`config.mk`:
```
export PLATFORM = sky130hd
export DESIGN_NAME = vga_timing_core
export DESIGN_NICKNAME = d
export VERILOG_FILES = /design/src/rtl/vga_timing_core.sv
export SDC_FILE = /design/constraint.sdc
export NUM_CORES = 1
export LEC_CHECK = 0
export CAP_MARGIN = 20
export CORE_UTILIZATION = 52
export CTS_CLUSTER_DIAMETER = 200
export DETAILED_ROUTE_END_ITERATION = 16
export GPL_TIMING_DRIVEN = 0
export PLACE_DENSITY = 0.79
export SYNTH_ARGS = -nofsm -noshare
export SYNTH_HDL_FRONTEND = slang
export SYNTH_SLANG_ARGS = --single-unit
```
`constraint.sdc`:
```
create_clock -name clk -period 3.2 [get_ports clk]
set_input_delay 0.64 -clock clk [delete_from_list [all_inputs] [get_ports clk]]
set_output_delay 0.64 -clock clk [all_outputs]
set_load 0.01 [all_outputs]
```
`src/rtl/vga_timing_core.sv`:
```
// Raster timing generator: hpos/vpos counters, sync/blank decode, line/frame strobes,
// frame counter with a sticky first-wrap flag, and an optional ce-gated delay line.
module vga_timing_core #(
  parameter int H_DISPLAY = 640,
  parameter int H_FRONT   = 16,
  parameter int H_SYNC    = 96,
  parameter int H_BACK    = 48,
  parameter int V_DISPLAY = 480,
  parameter int V_FRONT   = 10,
  parameter int V_SYNC    = 2,
  parameter int V_BACK    = 33,
  parameter int SYNC_NEG  = 1,
  parameter int PIPE_DLY  = 0,
  parameter int FRAME_W   = 10
) (
  input  logic               clk,
  input  logic               rst_n,
  input  logic               ce,
  output logic [9:0]         hpos,
  output logic [9:0]         vpos,
  output logic               hsync,
  output logic               vsync,
  output logic               display_on,
  output logic               line_start,
  output logic               frame_start,
  output logic [FRAME_W-1:0] frame,
  output logic               frame_wrapped
);

  localparam int H_TOTAL = H_DISPLAY + H_FRONT + H_SYNC + H_BACK;
  localparam int V_TOTAL = V_DISPLAY + V_FRONT + V_SYNC + V_BACK;

  localparam logic [9:0] H_LAST = 10'(H_TOTAL - 1);
  localparam logic [9:0] V_LAST = 10'(V_TOTAL - 1);
  localparam logic [9:0] H_VIS  = 10'(H_DISPLAY);
  localparam logic [9:0] V_VIS  = 10'(V_DISPLAY);
  localparam logic [9:0] HS_BEG = 10'(H_DISPLAY + H_FRONT);
  localparam logic [9:0] HS_END = 10'(H_DISPLAY + H_FRONT + H_SYNC - 1);
  localparam logic [9:0] VS_BEG = 10'(V_DISPLAY + V_FRONT);
  localparam logic [9:0] VS_END = 10'(V_DISPLAY + V_FRONT + V_SYNC - 1);

  localparam logic       SYNC_ON  = (SYNC_NEG == 0);
  localparam logic       SYNC_OFF = (SYNC_NEG != 0);
  // Packed {hsync, vsync, display_on}; idle value used for reset of every stage.
  localparam logic [2:0] IDLE     = {SYNC_OFF, SYNC_OFF, 1'b0};

  logic [9:0]         h_q, h_d;
  logic [9:0]         v_q, v_d;
  logic [2:0]         raw_q, raw_d;
  logic               ls_q, ls_d;
  logic               fs_q, fs_d;
  logic [FRAME_W-1:0] frame_q, frame_d;
  logic               wrapped_q, wrapped_d;

  // Decode is taken from the next counter values so it lands in the same cycle as them.
  always_comb begin
    h_d       = h_q;
    v_d       = v_q;
    raw_d     = raw_q;
    ls_d      = ls_q;
    fs_d      = fs_q;
    frame_d   = frame_q;
    wrapped_d = wrapped_q;
    if (ce) begin
      if (h_q == H_LAST) begin
        h_d = '0;
        v_d = (v_q == V_LAST) ? '0 : v_q + 10'd1;
      end else begin
        h_d = h_q + 10'd1;
      end
      raw_d[2] = (h_d >= HS_BEG && h_d <= HS_END) ? SYNC_ON : SYNC_OFF;
      raw_d[1] = (v_d >= VS_BEG && v_d <= VS_END) ? SYNC_ON : SYNC_OFF;
      raw_d[0] = (h_d < H_VIS) && (v_d < V_VIS);
      ls_d     = (h_d == '0);
      fs_d     = (h_d == '0) && (v_d == '0);
      if (h_q == H_LAST && v_q == V_LAST) begin
        frame_d = frame_q + FRAME_W'(1);
        if (frame_q == '1) wrapped_d = 1'b1;
      end
    end
  end

  always_ff @(posedge clk or negedge rst_n) begin
    if (!rst_n) begin
      h_q       <= '0;
      v_q       <= '0;
      raw_q     <= IDLE;
      ls_q      <= 1'b0;
      fs_q      <= 1'b0;
      frame_q   <= '0;
      wrapped_q <= 1'b0;
    end else begin
      h_q       <= h_d;
      v_q       <= v_d;
      raw_q     <= raw_d;
      ls_q      <= ls_d;
      fs_q      <= fs_d;
      frame_q   <= frame_d;
      wrapped_q <= wrapped_d;
    end
  end

  assign hpos          = h_q;
  assign vpos          = v_q;
  assign line_start    = ls_q;
  assign frame_start   = fs_q;
  assign frame         = frame_q;
  assign frame_wrapped = wrapped_q;

  generate
    if (PIPE_DLY == 0) begin : g_nodly
      assign {hsync, vsync, display_on} = raw_q;
    end else begin : g_dly
      logic [2:0] pipe_q [PIPE_DLY];
      logic [2:0] pipe_d [PIPE_DLY];

      // The delay line only shifts on ce edges so stalls stretch rather than drop pulses.
      always_comb begin
        pipe_d = pipe_q;
        if (ce) begin
          pipe_d[0] = raw_q;
          for (int i = 1; i < PIPE_DLY; i++) pipe_d[i] = pipe_q[i-1];
        end
      end

      always_ff @(posedge clk or negedge rst_n) begin
        if (!rst_n) begin
          for (int i = 0; i < PIPE_DLY; i++) pipe_q[i] <= IDLE;
        end else begin
          pipe_q <= pipe_d;
        end
      end

      assign {hsync, vsync, display_on} = pipe_q[PIPE_DLY-1];
    end
  endgenerate

endmodule
```
# ---- Word-level counts from Yosys, hierarchy flattened
# Cells that the tools add are included.
dict set report classes {
  n_shift 0
  n_bitwise 0
  n_mul 0
  n_mux 7
  div_mod_pow 0
  n_eq_ne 3
  addsub 3
  reduce_logical 9
  magnitude_cmp 6
}
# op n
set op_table {}
lappend op_table {{2-to-1 mux 10 bit} 5}
lappend op_table {{adder 10 x 1 -> 10 bit, second input constant} 3}
lappend op_table {{== test 10 bit, second input constant} 3}
lappend op_table {{logical NOT 10 bit} 2}
lappend op_table {{>= comparator 10 bit, second input constant} 1}
lappend op_table {{>= comparator 10 x 9 -> 1 bit, second input constant} 1}
lappend op_table {{<= comparator 10 bit, second input constant} 1}
lappend op_table {{<= comparator 10 x 9 -> 1 bit, second input constant} 1}
lappend op_table {{less-than comparator 10 bit, second input constant} 1}
lappend op_table {{less-than comparator 10 x 9 -> 1 bit, second input constant} 1}
lappend op_table {{logical AND 1 bit} 5}
lappend op_table {{AND reduction 3 bit} 1}
lappend op_table {{2-to-1 mux 1 bit} 2}
lappend op_table {{AND reduction 2 bit} 1}
dict set report word_totals {
  mem_count 0
  regBits 36
  ramBits 0
  latchBits 0
  rom_bits 0
}

# ---- Longest topological paths before layout
dict set report depth {
  ltp_word 7
  depth_mapped 9
  depth_no_buf 8
}

# ---- Worst setup path before layout
# OpenSTA, ideal clock, no wires.
dict set report synth_path {
  path_type {register to register}
  startpoint {register h_q[1] (netlist: hpos[1])}
  endpoint {register raw_q[0]}
  path_buffers 1
  path_stages_with_launch 9
  slack_ns 0.795
  t_required_ns 3.080
  arrival_ns 2.284
  cell_sequence {dfrtp_1 > ha_1 > and4_1 > buf_4 > nand3_2 > nor3_1 > xnor2_1 > or4_1 > a41o_1}
}
dict set report synth_via {
  elab_chain_cells 5
  elab_cells_between_ends 9
}
# item line
set synth_lines {}
lappend synth_lines {{from (decl)} 47} ;# logic [9:0] h_q, h_d;
lappend synth_lines {{from (signal assigned)} 85} ;# h_q <= '0;
lappend synth_lines {{from (signal assigned)} 93} ;# h_q <= h_d;
lappend synth_lines {{adder 10 x 1 -> 10 bit / == test 10 bit (equally long branches)} {69, 65}}
lappend synth_lines {{2-to-1 mux 10 bit} 65} ;# if (h_q == H_LAST) begin
lappend synth_lines {{2-to-1 mux 10 bit} 64} ;# if (ce) begin
lappend synth_lines {{less-than comparator 10 bit / less-than comparator 10 x 9 -> 1 bit (equally long branches)} 73} ;# raw_d[0] = (h_d < H_VIS) && (v_d < V_VIS);
lappend synth_lines {{logical AND 1 bit *} 73}
lappend synth_lines {{to (signal assigned)} 95} ;# raw_q <= raw_d;
lappend synth_lines {{to (decl)} 49} ;# logic [2:0] raw_q, raw_d;
# Every way passes the cells marked *; elsewhere a longest branch is shown, timed or not. The select of a mux whose other input is x is not followed.
# A chain may end at the register's enable or synchronous reset.

# ---- Final worst setup path
# Ends and elaborated chain as after synthesis.

==> flow_metrics.env <==
export IMPL_grt_usage=0.249
export IMPL_ios=39
export IMPL_drv_cap=0
export IMPL_portBuffers=37
export IMPL_antenna_found_initial=0
export IMPL_finalMaxSlewViolations=0
export IMPL_sw_frac_of_total=0.275
export IMPL_syn_nets=243
export IMPL_place_ws_ns=0.544
export IMPL_syn_inst=235
export IMPL_max_clock_path_buffers=2
export IMPL_period_share=0.861
export IMPL_crit_type="reg2reg"
export IMPL_gr_total_overflow=0
export IMPL_synthTopCellsByArea="dfrtp_1, xnor2_1, nand3_1"
export IMPL_grt_pass1_wl_mm=8.23
export IMPL_tns_ns=0
export IMPL_die_area_um2=4420
export IMPL_skew_ns=0.0110
export IMPL_yosysWarnings=0
export IMPL_yosys_register_bits=36
export IMPL_grt_max_degree=37
export IMPL_arrival_ns=2.94
export IMPL_vdd_drop_max_mv=0.305
export IMPL_fin_ws_ns=0.446
export IMPL_worstPathRequired_ns=3.38
export IMPL_htree_levels=2
export IMPL_yosysMostFrequentCell="dfrtp_1"
export IMPL_finalSetupViolations=0
export IMPL_grt_setup_unrepaired="no"
export IMPL_p_seq_frac=0.362
export IMPL_dieHeight_um=66.5
export IMPL_area_growth_pct=27.1
export IMPL_dp_cells=322
export IMPL_final_hold_viol_count=0
export IMPL_pwr_density_cell_nw_per_um2=537
export IMPL_nNetsFinal=287
export IMPL_leakage_nw=1.15
export IMPL_pwr_share_comb=0.256
export IMPL_globalplace_congestion=0.884
export IMPL_p_int_mw=1.07
export IMPL_dr_pass1_iters=5
export IMPL_post_cts_setup_buffers=0
export IMPL_crit_path_end_kind="register"
export IMPL_place_hpwl_mm=3.37
export IMPL_synth_area_leader_cell="dfrtp_1"
export IMPL_num_rows=23
export IMPL_fin_crit_ns=2.75
export IMPL_power_switching_mw=0.406
export IMPL_drive_gt1_frac=0.0929
export IMPL_clkPwrFrac=0.382
export IMPL_cts_root_buffer="clkbuf_8"
export IMPL_synth_area_um2=2160
export IMPL_cts_repair_resized=0
export IMPL_via_per_inst=5.80
export IMPL_cts_hold_buf=0
export IMPL_ant_nets=0
export IMPL_synth_edf_count=0
export IMPL_die_w_um=66.5
export IMPL_core_um2=4000
export IMPL_syn_area_per_cell_um2=9.21
export IMPL_cts_sinks=36
export IMPL_synth_distinct_cells=52
export IMPL_status="finished, final reports clean"
export IMPL_cp_start_kind="register"
export IMPL_vias=1915
export IMPL_hp_class="in2async"
export IMPL_synthDominantCellAreaShare=0.393
export IMPL_fmaxAchievable_mhz=363
export IMPL_async_flop_share=1.00
export IMPL_numCtsBuffers=5
export IMPL_synth_ff_type="dfrtp_1"
export IMPL_tritoncts="built"
export IMPL_ys_seq_area_frac=0.417
export IMPL_tightest_slew_ns=0.782
export IMPL_cts_clk_slew_worst_paths_ns=0.08
export IMPL_clock_latency_ns=0.29
export IMPL_synth_top_cells_by_count="dfrtp_1, nand2_1, xnor2_1"
export IMPL_final_cells=330
export IMPL_drc=0
export IMPL_wl_mm=4.86
export IMPL_wl_per_cell_um=14.7
export IMPL_grt_pass1_vias=1831
export IMPL_diodes=0
export IMPL_crit_path_max_fanout=8
export IMPL_drt_iter0_drc=153
export IMPL_start_util=0.541
export IMPL_slew_headroom=0.479
[state kept, by name (all words and copies together) (netlist names)]
name / cells
line_start: 1
vpos: 10
hpos: 10
raw_q: 3
frame_wrapped: 1
frame_start: 1
frame: 10
[worst paths after layout]
kind | slack (ns) | startpoint | end | cells after the start
max | 0.45 | hpos[1]$_DFFE_PN0P_ | raw_q[0]$_DFFE_PN0P_ | 8
min | 0.42 | rst_n | line_start$_DFFE_PN0P_ | 1
max reg2reg | 0.45 | hpos[1]$_DFFE_PN0P_ | raw_q[0]$_DFFE_PN0P_ | 8
min reg2reg | 0.49 | frame_wrapped$_DFFE_PN0P_ | frame_wrapped$_DFFE_PN0P_ | 1
max in group asynchronous | 2.28 | rst_n | frame[6]$_DFFE_PN0P_ | 1
min in group clk | 0.49 | frame_wrapped$_DFFE_PN0P_ | frame_wrapped$_DFFE_PN0P_ | 1
[layout make-up]
class	count	area, um^2
Fill cell	346	1250
Inverter	9	33.8
Sequential cell	36	903
Timing Repair Buffer	37	365
Buffer	15	85.1
Multi-Input combinational cell	175	1140
Clock buffer	5	68.8
Tap cell	50	62.6
Clock inverter	3	90.1
[per-stage QoR]
stage	cell area, um^2	hold slack, ns	util	power (mW)
floorplan	2160	0.344	-	0.785
global placement	2600	0.464	0.649	0.915
detailed placement	2590	0.474	0.648	0.921
CTS	2750	0.455	0.688	1.48
global route	2750	0.506	0.688	1.54
finish	2750	0.415	0.688	1.48
[cell usage in the layout (no fill, tap or decap), drive strengths merged, types with 2 or more instances in the layout]
cell and n:
nor2 12, xnor2 20, a21oi 10, o211ai 2, bufinv 3, clkdlybuf4s50 36
clkbuf 12, a211oi 2, dfstp 2, and3 3, nand4 12, nor3b 2
o21ai 12, ha 5, a31oi 2, o21bai 2, xor2 6, nor3 8
nand2 22, nor4 5, or3 4, mux2i 2, and2 2, dfrtp 34
or4 3, buf 9, nand3 18, inv 9, nand2b 2, mux2 2
[routing by layer]
layer	routed length, um	part of all wire	GRT usage
met5	0	0	0
met4	87	0.018	0.0851
met3	238	0.049	0.0616
met2	2380	0.49	0.415
met1	2160	0.44	0.315
[critical path, cell delays in order, from the launching register on]
cell and delay, ns:
dfrtp_1 0.48, ha_1 0.29, and4_1 0.21, buf_4 0.15, nand3_2 0.20, nor3_1 0.37
xnor2_1 0.17, or4_1 0.53, a41o_1 0.24
[cells by family after synthesis]
logic type / Yosys count / synth area share
AO/OA/AOI/OAI: 43 / 0.131
adder cells (fa/ha/maj): 5 / 0.0289
buffers and inverters: 24 / 0.0549
AND/OR/NAND/NOR: 97 / 0.243
XOR/XNOR: 26 / 0.105
multiplexers: 4 / 0.0197
flip-flops: 36 / 0.417
[power groups by stage]
| stage | Sequential [mW] | Clock (mW) | Combinational [mW] |
|---|---|---|---|
| floorplan | 0.559 | 0 | 0.226 |
| global placement | 0.541 | 0 | 0.374 |
| detailed placement | 0.544 | 0 | 0.377 |
| CTS | 0.535 | 0.566 | 0.380 |
| global route | 0.543 | 0.584 | 0.416 |
| finish | 0.535 | 0.564 | 0.379 |
Power figures use the tool's default switching activity.
